$ cat config.mk
export PLATFORM = sky130hd
export DESIGN_NAME = unipi_se_pwm_capture
export DESIGN_NICKNAME = d
export VERILOG_FILES = /design/src/rtl/unipi_se_pwm_capture.sv
export SDC_FILE = /design/constraint.sdc
export NUM_CORES = 1
export LEC_CHECK = 0
export CAP_MARGIN = 20
export CORE_AREA = 8 8 142 144
export DETAILED_ROUTE_END_ITERATION = 8
export DIE_AREA = 0 0 150 152
export PLACE_DENSITY = 0.61
export SYNTH_ARGS = -nofsm -noshare
export SYNTH_HDL_FRONTEND = slang
export SYNTH_SLANG_ARGS = --single-unit
$ cat constraint.sdc
create_clock -name clk -period 3 [get_ports clk]
set_input_delay 0.6 -clock clk [delete_from_list [all_inputs] [get_ports clk]]
set_output_delay 0.6 -clock clk [all_outputs]
set_load 0.01 [all_outputs]
$ cat src/rtl/unipi_se_pwm_capture.sv
// unipi_se_pwm_capture: Avalon-MM PWM period/high-time capture; define UNIPI_SE_PWM_CAPTURE_IRQ_EN to build CONTROL.IE and irq
module unipi_se_pwm_capture #(
  parameter bit RESET_CAPTURE_ENABLE = 1'b0
) (
  input  logic        clk,
  input  logic        reset_n,
  input  logic [1:0]  address,
  input  logic        read,
  input  logic        write,
  input  logic [31:0] writedata,
  output logic [31:0] readdata,
  input  logic        pwm_in,
  output logic        irq
);
  typedef enum logic [1:0] {IDLE, ARM, MEASURE} state_t;
  state_t state, state_nx;
  logic en, ie, valid, ovf, s1, s, s_prev, rise, start, cap, ovf_hit, wr_ctl, wr_sts, unused;
  logic [31:0] period_cnt, high_cnt, period, high;
  assign rise = s & ~s_prev;
  assign wr_ctl = write && address == 2'd0;
  assign wr_sts = write && address == 2'd3;
  assign unused = ^{read, writedata[31:2]};
  always_ff @(posedge clk or negedge reset_n)
    if (!reset_n) state <= IDLE;
    else state <= state_nx;
  always_comb
    state_nx = !en ? IDLE :
               state == IDLE ? ARM :
               state == ARM ? (rise ? MEASURE : ARM) :
               ovf_hit ? ARM : MEASURE;
  always_comb begin
    start = en && state == ARM && rise;
    ovf_hit = en && state == MEASURE && period_cnt == '1;
    cap = en && state == MEASURE && rise && !ovf_hit;
  end
  always_ff @(posedge clk or negedge reset_n)
    if (!reset_n) begin
      s1 <= 1'b0;
      s <= 1'b0;
      s_prev <= 1'b0;
      period_cnt <= '0;
      high_cnt <= '0;
      period <= '0;
      high <= '0;
      valid <= 1'b0;
      ovf <= 1'b0;
      en <= RESET_CAPTURE_ENABLE;
      readdata <= '0;
    end else begin
      s1 <= pwm_in;
      s <= s1;
      s_prev <= s;
      period_cnt <= state_nx != MEASURE ? '0 : (start || cap) ? 32'd1 : period_cnt + 32'd1;
      high_cnt <= state_nx != MEASURE ? '0 : (start || cap) ? 32'd1 : high_cnt + 32'(s);
      period <= cap ? period_cnt : period;
      high <= cap ? high_cnt : high;
      valid <= cap | (valid & ~(wr_sts & writedata[0]));
      ovf <= ovf_hit | (ovf & ~(wr_sts & writedata[1]));
      en <= wr_ctl ? writedata[0] : en;
      readdata <= address == 2'd0 ? {30'b0, ie, en} :
                  address == 2'd1 ? period :
                  address == 2'd2 ? high : {30'b0, ovf, valid};
    end
`ifdef UNIPI_SE_PWM_CAPTURE_IRQ_EN
  always_ff @(posedge clk or negedge reset_n)
    if (!reset_n) begin
      ie <= 1'b0;
      irq <= 1'b0;
    end else begin
      ie <= wr_ctl ? writedata[1] : ie;
      irq <= ie & (valid | ovf);
    end
`else
  assign ie = 1'b0;
  assign irq = 1'b0;
`endif
endmodule

==> impl_results.html <==
<table>
<tr><th>Metric</th><th>Value</th></tr>
<tr><th colspan="2">Outcome</th></tr>
<tr><td>Run status</td><td>finished clean</td></tr>
<tr><th colspan="2">Setup path</th></tr>
<tr><td>Flop2flop setup slack</td><td>0.53 ns</td></tr>
<tr><td>Nature of the critical path endpoint</td><td>flop</td></tr>
<tr><td>Slowest stage delay, CP</td><td>0.45 ns</td></tr>
<tr><td>Setup CP Type</td><td>reg2reg</td></tr>
<tr><td>Nature of the critical path startpoint</td><td>flop</td></tr>
<tr><td>Critical path arrival</td><td>2.76 ns</td></tr>
<tr><td>Cell Chain, Critical Path</td><td>nand4_1, nor4_4, nand4_4, nand4_4, buf_4, mux2_1</td></tr>
<tr><td>Crit-path max FO</td><td>30</td></tr>
<tr><td>WP data required</td><td>3.29 ns</td></tr>
<tr><td>Critical path's most frequent cell</td><td>nand4_4</td></tr>
<tr><td>CP top delay family</td><td>simple AND/OR/NAND/NOR gates</td></tr>
<tr><td>Number of buffers and inverters on the critical path</td><td>1</td></tr>
<tr><td>Cell with the largest stage delay on the worst path</td><td>nor4_4</td></tr>
<tr><th colspan="2">Global routing</th></tr>
<tr><td>Total global-route track usage</td><td>12.7%</td></tr>
<tr><td>GR Overflow Total</td><td>0</td></tr>
<tr><td>Via count of the first global-routing pass</td><td>4587</td></tr>
<tr><td>Maximum number of pins on one net before global-route repair</td><td>59</td></tr>
<tr><td>Number of antenna violations at the first check in global routing</td><td>0</td></tr>
<tr><td>Wire length of the first global-routing pass</td><td>23.3 mm</td></tr>
<tr><th colspan="2">Power</th></tr>
<tr><td>Worst IR Drop VDD</td><td>0.377 mV</td></tr>
<tr><td>Power density of the placed cells</td><td>565 mW/mm²</td></tr>
<tr><td>Leakage power</td><td>0.00375 µW</td></tr>
<tr><td>Pwr Total</td><td>4700 µW</td></tr>
<tr><th colspan="2">STA</th></tr>
<tr><td>Final Max Tran Viols</td><td>0</td></tr>
<tr><td>Worst max-slew margin expressed relative to the limit</td><td>55.6%</td></tr>
<tr><td>Setup repair after global routing missed its margin</td><td>no</td></tr>
<tr><td>Final worst hold slack</td><td>0.134 ns</td></tr>
<tr><td>Max Clock Skew</td><td>0.00821 ns</td></tr>
<tr><td>Total of endpoints with negative setup slack in the final report</td><td>0</td></tr>
<tr><td>Tcrit/Tclk final</td><td>82.3%</td></tr>
<tr><td>Measured slew at the worst slew-check pin</td><td>0.660 ns</td></tr>
<tr><td>Fmax</td><td>0.405 GHz</td></tr>
<tr><td>Post-route minimum period</td><td>2.47 ns</td></tr>
<tr><td>Final Hold Vio Count</td><td>0</td></tr>
<tr><td>Setup TNS</td><td>0 ns</td></tr>
<tr><th colspan="2">Clock tree</th></tr>
<tr><td>Skew-Pair Late Insertion Delay</td><td>0.42 ns</td></tr>
<tr><td>Clock slew at the register clock pins of the worst setup and hold paths</td><td>0.06 ns</td></tr>
<tr><td>Inserted Clock Buffers</td><td>17</td></tr>
<tr><td>Hold buffer count at cts</td><td>0</td></tr>
<tr><td>Post-cts gate resize count</td><td>0</td></tr>
<tr><td>Max Root-Sink Buffers</td><td>2</td></tr>
<tr><td>CTS tree</td><td>yes</td></tr>
<tr><td>Buffer cell driving the clock tree root</td><td>clkbuf_16</td></tr>
<tr><td>TritonCTS sink count</td><td>168</td></tr>
<tr><td>Post-CTS Setup Inserts</td><td>0</td></tr>
<tr><td>Maximum level of the CTS H-tree</td><td>4</td></tr>
<tr><th colspan="2">Layout</th></tr>
<tr><td>Fill cells</td><td>1602</td></tr>
<tr><td>Diode count</td><td>0</td></tr>
<tr><td>Most frequent standard cell in the layout excluding fill and tap cells</td><td>dfrtp_1</td></tr>
<tr><td>Area growth, synth to finish</td><td>17.8%</td></tr>
<tr><td>Share of layout cells above drive strength 1</td><td>9.49%</td></tr>
<tr><td>Most frequent cells in the layout</td><td>168 x dfrtp_1, 71 x nor2_1, 64 x mux2_1</td></tr>
<tr><td>Fin nets</td><td>651</td></tr>
<tr><th colspan="2">Logic synthesis</th></tr>
<tr><td>Netlist Area Pre-Place</td><td>0.00706 mm²</td></tr>
<tr><td>Instance count of the mapped netlist</td><td>568</td></tr>
<tr><td>Synth cell types</td><td>40</td></tr>
<tr><td>Register bit count reported by yosys</td><td>168</td></tr>
<tr><td>Syn. warnings</td><td>0</td></tr>
<tr><td>Syn Nets</td><td>610</td></tr>
<tr><td>Mean area per synthesized cell</td><td>12.4 µm²</td></tr>
<tr><td>Post-synthesis sequential area ratio</td><td>59.5%</td></tr>
<tr><th colspan="2">Detailed routing</th></tr>
<tr><td>Total via count in the routed design</td><td>4330</td></tr>
<tr><td>Violation count after the first detailed-routing iteration</td><td>171</td></tr>
<tr><td>Residual DRC count</td><td>0</td></tr>
<tr><td>Remaining number of nets flagged by the antenna check after routing</td><td>0</td></tr>
<tr><td>Mean routed wirelength per cell</td><td>15.7 µm</td></tr>
<tr><td>Average via count per standard cell</td><td>5.09</td></tr>
<tr><td>First-pass iteration count of the detailed router</td><td>4</td></tr>
<tr><td>Final Routed Wirelength</td><td>13.4 mm</td></tr>
<tr><th colspan="2">Floorplanning</th></tr>
<tr><td>I/O pin count</td><td>72</td></tr>
<tr><td>Core Region</td><td>0.0178 mm²</td></tr>
<tr><td>Starting density of the core</td><td>39.7%</td></tr>
<tr><td>Die outline height</td><td>152 µm</td></tr>
<tr><td>Floorplan row count</td><td>49</td></tr>
<tr><td>Die area</td><td>0.0228 mm²</td></tr>
<tr><td>Chip width</td><td>150 µm</td></tr>
<tr><th colspan="2">Placement</th></tr>
<tr><td>RePlAce Congestion</td><td>0.733</td></tr>
<tr><td>Half-perimeter wire length after placement</td><td>8.82 mm</td></tr>
<tr><td>Count of input and output buffers</td><td>39</td></tr>
<tr><th colspan="2">Run</th></tr>
<tr><td>Number of maximum-capacitance violations</td><td>0</td></tr>
<tr><th colspan="2">Hold path</th></tr>
<tr><td>Tightest Hold Check Type</td><td>in2async</td></tr>
</table>
[routing by layer]
metal | routed length [µm] | GRT usage [%]
met1 | 6170 | 16.5
met2 | 6420 | 20.0
met3 | 597 | 3.62
met4 | 193 | 4.29
met5 | 0 | 0
[cell usage after synthesis, drive strengths merged]
| cell type | count | share of area [%] |
|---|---|---|
| dfrtp | 168 | 60 |
| nor2 | 72 | 3.9 |
| mux2 | 66 | 11 |
| a22o | 31 | 3.8 |
| xnor2 | 31 | 3.8 |
| xor2 | 28 | 3.5 |
| nand2 | 27 | 1.4 |
| nand3 | 25 | 1.8 |
| nand4 | 18 | 2.1 |
| buf | 16 | 1.8 |
| inv | 13 | 0.69 |
| nor3 | 13 | 1.1 |
| clkbuf | 11 | 0.58 |
| nor4 | 7 | 1.0 |
| and4 | 6 | 0.74 |
| a21oi | 5 | 0.35 |
| and3 | 5 | 0.44 |
| nor2b | 5 | 0.44 |
| or3 | 4 | 0.35 |
| ha | 3 | 0.53 |
| nand2b | 2 | 0.18 |
| nand4b | 2 | 0.25 |
| nor3b | 2 | 0.28 |
| o21ai | 2 | 0.14 |
| or2 | 2 | 0.18 |
| a21boi | 1 | 0.11 |
| and2 | 1 | 0.089 |
| conb | 1 | 0.053 |
| mux4 | 1 | 0.32 |
[metrics by stage]
stage,cell area [µm²],util (%),std cells,setup WS [ns]
after floorplan,7060,-,568,1.00
after global placement,7700,43.3,819,0.627
after detailed placement,7700,43.3,819,0.546
after CTS,8320,46.8,851,0.533
after global routing,8320,46.8,851,0.420
final,8320,46.8,851,0.532
[state kept, by name, indices dropped and copies added (netlist names)]
signal / count
high_cnt: 32
period: 32
s: 1
s_prev: 1
ovf: 1
state: 2
readdata: 32
en: 1
valid: 1
high: 32
s1: 1
period_cnt: 32
[report_power, final]
group | total (µW) | switching [µW] | internal, µW
clock | 2240 | 870 | 1370
combinational | 151 | 105 | 46.5
sequential | 2310 | 20.4 | 2290
total | 4700 | 995 | 3710
[worst register-to-register path: stages (launching register included)]
cell     delay (ns)
dfrtp_1        0.44
nand4_1        0.29
nor4_4         0.45
nand4_4        0.21
nand4_4        0.17
buf_4          0.39
mux2_1         0.39
[cell type report]
type	count	area, µm²	area share (%)
flip-flops and latches	168	4200	50.5
multi-input cells	360	2660	32.0
repair buffers	49	504	6.06
clock buffers	21	470	5.65
well taps	229	287	3.44
clock inverters	11	146	1.76
inverters	13	48.8	0.587
[cell families after synthesis]
family	count (synthesis)	synth area share, %
buf+inv	40	3.03
simple gates	191	14.2
flops	168	59.5
fa+ha+maj	3	0.532
compound gates	39	4.45
other cells	1	0.0531
mux	67	10.8
xor+xnor	59	7.32
[path summary, 6_finish.rpt]
path,end,startpoint,depth (start not counted)
worst min register to register,s,s1,0
worst max-delay path,period[17],period_cnt[16],6
worst max register to register,period[17],period_cnt[16],6
worst min-delay path,s1,reset_n,1
min in group clk,s,s1,0
max in group asynchronous,readdata[4],reset_n,2
Note: power is estimated with default switching activity, not from simulation.
